## src/rtl/hatch_pkg.sv

```systemverilog
// Shared types and constants for the hatch instruction-fetch stage.
package hatch_pkg;
  localparam int INSTR_BYTES = 6;
  localparam int INSTR_W     = 48;
  localparam int WORD_W      = 32;
  localparam int BUF_W       = 96;

  typedef enum logic [1:0] {IDLE, ISSUE, WAIT, DONE} state_t;

  // An instruction at byte offset 3 straddles three words; all others fit in two.
  function automatic logic [1:0] words_needed(input logic [1:0] offset);
    return (offset == 2'd3) ? 2'd3 : 2'd2;
  endfunction
endpackage

```

## src/rtl/hatch_byte_align.sv

```systemverilog
// Picks the 6 instruction bytes out of the 12-byte word window at a byte offset.
module hatch_byte_align
  import hatch_pkg::*;
(
  input  logic [BUF_W-1:0]   window,
  input  logic [1:0]         offset,
  output logic [INSTR_W-1:0] instr
);

  logic [BUF_W-1:0] shifted;

  assign shifted = window << {offset, 3'b000};
  assign instr   = shifted[BUF_W-1 -: INSTR_W];

endmodule

```

## src/rtl/hatch_fetch.sv

```systemverilog
// Unaligned 6-byte instruction fetch from a 32-bit word memory, one read outstanding.
// Optional HATCH_FETCH_REUSE_EN: reuse the last received word when the next fetch starts on it.
module hatch_fetch
  import hatch_pkg::*;
#(
  parameter int ADDR_W = 16
) (
  input  logic               clk,
  input  logic               rst,
  input  logic               req_valid,
  input  logic [31:0]        req_addr,
  output logic               req_ready,
  output logic               instr_valid,
  output logic [INSTR_W-1:0] instr,
  output logic [31:0]        instr_addr,
  input  logic               instr_ready,
  output logic               mem_rd,
  output logic [ADDR_W-1:0]  mem_addr,
  input  logic               mem_rvalid,
  input  logic [WORD_W-1:0]  mem_rdata
);

  state_t             state;
  logic [31:0]        addr_q;
  logic [1:0]         cnt;
  logic [1:0]         cnt_inc;
  logic [BUF_W-1:0]   window;
  logic [BUF_W-1:0]   window_nxt;
  logic [INSTR_W-1:0] aligned;
  logic [ADDR_W-1:0]  req_word;

`ifdef HATCH_FETCH_REUSE_EN
  logic               tag_vld;
  logic [ADDR_W-1:0]  tag_addr;
  logic [WORD_W-1:0]  tag_dat;
`endif

  assign req_word = req_addr[ADDR_W+1:2];
  assign cnt_inc  = cnt + 2'd1;

  // Word number cnt lands at window byte 4*cnt, so the offset indexes the window directly.
  always_comb begin
    window_nxt = window;
    if (state == WAIT && mem_rvalid) begin
      case (cnt)
        2'd0:    window_nxt[95:64] = mem_rdata;
        2'd1:    window_nxt[63:32] = mem_rdata;
        default: window_nxt[31:0]  = mem_rdata;
      endcase
    end
  end

  hatch_byte_align u_align (
    .window (window_nxt),
    .offset (addr_q[1:0]),
    .instr  (aligned)
  );

  always_ff @(posedge clk) begin
    if (rst) begin
      state       <= IDLE;
      req_ready   <= 1'b1;
      instr_valid <= 1'b0;
      mem_rd      <= 1'b0;
      mem_addr    <= '0;
      instr       <= '0;
      instr_addr  <= '0;
      addr_q      <= '0;
      cnt         <= '0;
      window      <= '0;
`ifdef HATCH_FETCH_REUSE_EN
      tag_vld     <= 1'b0;
      tag_addr    <= '0;
      tag_dat     <= '0;
`endif
    end else begin
      case (state)
        IDLE: begin
          if (req_valid) begin
            addr_q    <= req_addr;
            req_ready <= 1'b0;
            mem_rd    <= 1'b1;
            state     <= ISSUE;
`ifdef HATCH_FETCH_REUSE_EN
            if (tag_vld && tag_addr == req_word) begin
              window   <= {tag_dat, 64'd0};
              cnt      <= 2'd1;
              mem_addr <= req_word + ADDR_W'(1);
            end else begin
              window   <= '0;
              cnt      <= 2'd0;
              mem_addr <= req_word;
            end
`else
            window   <= '0;
            cnt      <= 2'd0;
            mem_addr <= req_word;
`endif
          end
        end
        ISSUE: begin
          mem_rd <= 1'b0;
          state  <= WAIT;
        end
        WAIT: begin
          if (mem_rvalid) begin
            window <= window_nxt;
            cnt    <= cnt_inc;
`ifdef HATCH_FETCH_REUSE_EN
            tag_vld  <= 1'b1;
            tag_addr <= mem_addr;
            tag_dat  <= mem_rdata;
`endif
            if (cnt_inc == words_needed(addr_q[1:0])) begin
              instr_valid <= 1'b1;
              instr       <= aligned;
              instr_addr  <= addr_q;
              state       <= DONE;
            end else begin
              mem_rd   <= 1'b1;
              mem_addr <= mem_addr + ADDR_W'(1);
              state    <= ISSUE;
            end
          end
        end
        DONE: begin
          if (instr_ready) begin
            instr_valid <= 1'b0;
            req_ready   <= 1'b1;
            state       <= IDLE;
          end
        end
        default: state <= IDLE;
      endcase
    end
  end

endmodule

```

## config.mk

```make
export PLATFORM = sky130hd
export DESIGN_NAME = hatch_fetch
export DESIGN_NICKNAME = d
export VERILOG_FILES = /design/src/rtl/hatch_pkg.sv /design/src/rtl/hatch_byte_align.sv /design/src/rtl/hatch_fetch.sv
export SDC_FILE = /design/constraint.sdc
export NUM_CORES = 1
export LEC_CHECK = 0
export CAP_MARGIN = 20
export CELL_PAD_IN_SITES_DETAIL_PLACEMENT = 1
export CELL_PAD_IN_SITES_GLOBAL_PLACEMENT = 1
export CORE_MARGIN = 3
export CORE_UTILIZATION = 39
export DETAILED_ROUTE_END_ITERATION = 8
export PLACE_DENSITY = 0.76
export SYNTH_ARGS = -nofsm -noshare
export SYNTH_HDL_FRONTEND = slang
export SYNTH_SLANG_ARGS = --single-unit
```

## constraint.sdc

```tcl
create_clock -name clk -period 2.6 [get_ports clk]
set_input_delay 0.39 -clock clk [delete_from_list [all_inputs] [get_ports clk]]
set_output_delay 0.39 -clock clk [all_outputs]
set_load 0.01 [all_outputs]
```

Yosys cells after proc, flatten, opt, wreduce, memory -nomap -nowiden

Cells that the tools add are included.

Flip-flop bits (word level): 231
Logic and storage cells: 71
Input port bits: 69
Output and inout bits: 99

Reductions and logical operators: 16
Add/subtract/negate cells: 2
Mux-type cells: 31
Equal/unequal tests: 11
Shift-type cells: 1

Operator list:

| cell                  | count |
|---|---|
| $mux 96               | 3 |
| $pmux 96 s2           | 1 |
| $mux 32               | 3 |
| $shl 96x5->96         | 1 |
| $mux 16               | 3 |
| $pmux 16 s2           | 1 |
| $add 16x1->16 const B | 1 |
| $mux 2                | 6 |
| $reduce_and 3->1      | 4 |
| $reduce_and 4->1      | 3 |
| $mux 1                | 9 |
| $ne 2x2->1 const B    | 4 |
| $pmux 2 s4            | 1 |
| $eq 2x2->1 const B    | 3 |
| $reduce_bool 2->1     | 3 |
| $eq 2x1->1 const B    | 2 |
| $logic_not 2->1       | 2 |
| $pmux 1 s2            | 2 |
| $pmux 2 s2            | 1 |
| $pmux 1 s3            | 1 |
| $reduce_bool 3->1     | 1 |
| $add 2x1->2 const B   | 1 |
| $eq 2x2->1            | 1 |
| $ne 2x1->1 const B    | 1 |
| other kinds (3)       | 3 |

Logic depth before layout (Yosys ltp)

Gate-level depths: netlist of the first run.

Depth in word-level cells: 6
Mapped depth: 10
Mapped depth without buffers: 7

Cells and area by module

Synthesis of the first run repeated with hierarchy kept, for this count alone.

Cell total of the unflattened synthesis: 1345
Area total of the unflattened synthesis: 10339.9 sq um

Modules (own cells, without submodules):

| module           | area each (sq um) | cells each | instances | seq. area each (sq um) |
|---|---|---|---|---|
| hatch_fetch      | 9185.1            | 1287       | 1         | 4624.4 |
| hatch_byte_align | 1154.9            | 58         | 1         | 0.0 |

Least setup slack after synthesis of the first run

OpenSTA, ideal clock, no wires.

Path kind: register to register
Start point: register cnt[0]
End point: register instr[36]
Required time: 2497 ps
Path slack: 656 ps
Data arrival time: 1840 ps
Setup time: 103 ps
Period minus slack after synthesis: 1944 ps
Path buffers: 2
Stages on the path, launching flop included: 9
Cell sequence: dfxtp_1 inv_1 ha_1 and4b_1 buf_4 buf_4 mux2i_1 mux2_2 a2111oi_2

Word-level cells in the longest chain between the ends: 5
Elaborated cells on any way between the ends: 11
Those cells by class: 1 x add/sub; 2 x eq/ne; 1 x shift; 4 x mux; 3 x reduce/logical

RTL lines:

| item                                          | RTL line               | text |
|---|---|---|
| start: declaration                            | hatch_fetch.sv:25      | `logic [1:0] cnt;` |
| start signal: assignment                      | hatch_fetch.sv:108     | `cnt <= cnt_inc;` |
| $eq 2x1->1 or $logic_not 2->1 (tied branches) | hatch_fetch.sv:45      | `case (cnt)` |
| $reduce_or 2->1 (no source line)              | -                      |  |
| $mux 32                                       | hatch_fetch.sv:45      |  |
| $mux 96                                       | hatch_fetch.sv:44      | `if (state == WAIT && mem_rvalid) begin` |
| $shl 96x5->96                                 | hatch_byte_align.sv:12 | `assign shifted = window << {offset, 3'b000};` |
| end signal: assignment                        | hatch_fetch.sv:116     | `instr <= aligned;` |
| end: declaration                              | hatch_fetch.sv:14      | `output logic [INSTR_W-1:0] instr,` |

Parallel ways exist; a longest one is shown, timed or not.
A chain may end at the register's enable or synchronous reset.

Worst setup path in the final report of the first run

Start point: register addr_q[1]
End point: register instr[22]

Word-level cells in the longest chain between the ends: 4
Elaborated cells on any way between the ends: 5
Those cells by class: 2 x eq/ne; 1 x shift; 1 x mux; 1 x reduce/logical

RTL lines:

| item                              | RTL line           | text |
|---|---|---|
| start: declaration                | hatch_fetch.sv:24  | `logic [31:0] addr_q;` |
| start signal: assignment          | hatch_fetch.sv:80  | `addr_q <= req_addr;` |
| $eq 2x2->1                        | hatch_pkg.sv:12    | `return (offset == 2'd3) ? 2'd3 : 2'd2;` |
| $mux 1                            | hatch_pkg.sv:12    |  |
| $eq 2x2->1                        | hatch_fetch.sv:114 | `if (cnt_inc == words_needed(addr_q[1:0])) begin` |
| $reduce_and 3->1 (no source line) | -                  |  |

Parallel ways exist; a longest one is shown, timed or not.

==> results.yml, run 1 <==
flow_run:
  drv_cap: 0
clocking:
  htreeDepth: 1
  clk_pin_slew_ns: 0.06
  cts_resized: 0
  hold_buffers: 0
  ctsRootBufferMaster: "clkbuf_16"
  cts_buffers: 24
  cts_setup_buffers: 0
  clock_latency_ns: 0.52
  clkSinkCount: 207
  cts_buffer_depth: 3
  cts_tree: "built"
timing:
  fmax_ghz: 0.412
  fin_crit_sh_pct: 93.3
  rsz0062_at_grt: "false"
  finalSetupViolations: 0
  layout_min_cycle_time_ns: 2.43
  fin_setup_tns_ns: 0
  slew_violations: 0
  tightest_slew_ns: 1.00
  relSlewSlack_pct: 32.8
  finalHoldViolCount: 0
  skew_ns: 0.00685
logic_synthesis:
  synth_top_area_cell: "dfxtp_1"
  synth_warnings: 0
  async_flop_share_pct: 0
  synth_seq_cells: 207
  synth_common_cells: "nand2_1 (241), dfxtp_1 (207), a21oi_1 (128)"
  syn_nets: 1285
  syn_inst: 1213
  synth.top_cells.by_area: "dfxtp_1 (42%), nand2_1 (9.2%), a21oi_1 (6.5%), mux2i_1 (5.1%), nor2_1 (4.8%)"
  ys_seq_area_share_pct: 42.2
  synth.most_common_cell: "nand2_1"
  synthDistinctLibCells: 67
  syn_area_sq_um: 9820
  synth_edf_count: 0
  synthFlopType: "dfxtp_1"
  avgSynthCellArea_sq_um: 8.10
  synth_top_area_share_pct: 42.2
final_layout:
  multi_input_area_sq_um: 5200
  fillCellCount: 2922
  layout-drive-gt1-share_pct: 10.7
  fin_nets: 1438
  design_area_sq_um: 12800
  seq_area_sq_um: 4150
  areaGrowthSynthToFinish_pct: 30.6
  diodes: 0
drt:
  postRouteAntennaNets: 0
  drt_iter0_drc: 879
  vias: 10100
  post_drt_wl_per_cell_um: 22.1
  wl_um: 37700
  post-route-drc-count: 0
  drtPass1Iterations: 7
  via_per_inst: 5.95
floorplan:
  die_y_um: 165
  dieWidth_um: 165
  core_sq_um: 24500
  num_rows: 57
  start_util_pct: 40.0
  io_pins: 168
  die_area_sq_um: 27100
hold_path:
  hold_path.class: "in -> reg"
  hp-start: "rst"
  holdPathStages: 2
global_routing:
  grt_pass1_wl_um: 58200
  grtUsageTotal_pct: 27.2
  grt_pass1_vias: 10000
  grt_max_degree: 158
  grt_overflow: 0
  antenna_found_initial: 1
setup_path:
  worstSetupPathType: "reg -> reg"
  reg2reg_depth: 6
  critical_path_cell_count: 6
  cp-start-kind: "flop"
  path_cells: "and3b_1 > o211a_2 > buf_12 > nand2_1 > nor2_1 > a2111oi_2"
  critPathArrivalTime_ns: 2.81
  worst-path-max-fanout: 29
  cp-end-kind: "flop"
  cp_top_family: "simple AND/OR/NAND/NOR gates"
  critPathMaxStageDelay_ns: 0.59
  r2r_start: "addr_q[1]$_SDFFE_PP0P_"
  worst_ep_required_time_ns: 2.98
  crit_buf_inv: 1
  crit_start: "addr_q[1]$_SDFFE_PP0P_"
  cpMaxStageDelayCell: "dfxtp_1"
run_status:
  outcome: "finished clean"
power_and_ir_drop:
  power.leakage_nw: 4.41
  power.density_nw_per_um2: 601
  vdd_ir_drop_max_uv: 397
  fin_total_pwr_mw: 7.71
placed_design:
  post_dp_cell_area_sq_um: 12000
  dp_hpwl_um: 26600
  io_buffers: 167
  place.gp.congestion: 0.911
==> cell families after synthesis <==
logic type | after synthesis | share of synthesized area (%)
AO/OA/AOI/OAI | 339 | 23.1
AND/OR/NAND/NOR | 475 | 20.7
flip-flops | 207 | 42.2
adder cells (fa/ha/maj) | 3 | 0.382
multiplexers | 76 | 8.53
buffers and inverters | 113 | 5.07
==> layout by cell type (no fill, tap or decap), types with 8 or more instances in the layout <==
master	instances
a31oi_1	11
o21ai_0	31
a221o_1	8
nor3_1	8
o22ai_1	12
mux2_2	22
nand3_1	48
nand2_1	241
nand3b_1	13
mux2i_1	50
a22oi_1	51
dfxtp_1	206
a311oi_1	10
o221ai_1	11
nor2_1	125
a21oi_1	128
buf_12	8
a221oi_1	11
clkdlybuf4s50_1	166
clkbuf_16	24
buf_4	56
==> registers in the layout (all words and copies together) (netlist names) <==
signal       cells
instr           48
req_ready        1
window          72
instr_valid      1
instr_addr      32
state            2
addr_q          32
mem_rd           1
cnt              2
mem_addr        16
==> path summary, 6_finish.rpt <==
kind                                 end  slack [ns]
min           instr_addr[1]$_SDFFE_PP0P_        0.05
max               instr[22]$_SDFFE_PP0P_        0.17
max reg2reg       instr[22]$_SDFFE_PP0P_        0.17
min reg2reg  instr_addr[15]$_SDFFE_PP0P_        0.45
==> metrics by stage <==
step	worst slack [ns]	hold WS (ns)	instances	util, %
floorplan	0.656	0.432	1213	-
global placement	-0.0138	0.437	1664	49.1
detailed placement	-0.0127	0.446	1664	49.1
CTS	0.233	0.0372	1705	52.3
global route	0.0350	0.0487	1705	52.3
finish	0.174	0.0503	1705	52.3
==> power breakdown <==
group / internal [mW] / total, mW / switching (mW)
Sequential: 3.25 / 3.31 / 0.0698
Clock: 2.08 / 3.44 / 1.36
Combinational: 0.382 / 0.956 / 0.574
==> cell type report <==
class	count	share of cell area (%)
clock buffer	34	5.21
clock inverter	7	0.965
inverter	9	0.263
multi-input combinational	893	40.5
sequential	207	32.3
tap	324	3.16
timing repair buffer	231	17.6
==> metal layers <==
layer	part of all wire, %	track usage, %	wire, um
met2	44	42.0	16700
met1	45	39.2	17000
met3	8.8	5.82	3330
met4	1.6	5.45	585
met5	0.035	0	13
(Power assumes the default switching activity.)
==> run 2: changes to the inputs <==
--- a/config.mk
+++ b/config.mk
@@ -12,6 +12,7 @@
 export CORE_UTILIZATION = 39
 export DETAILED_ROUTE_END_ITERATION = 8
 export PLACE_DENSITY = 0.76
+export SLEW_MARGIN = 20
 export SYNTH_ARGS = -nofsm -noshare
 export SYNTH_HDL_FRONTEND = slang
 export SYNTH_SLANG_ARGS = --single-unit
==> results of run 2 <==
The final DEF is identical to that of run 1; final timing and power are the same.
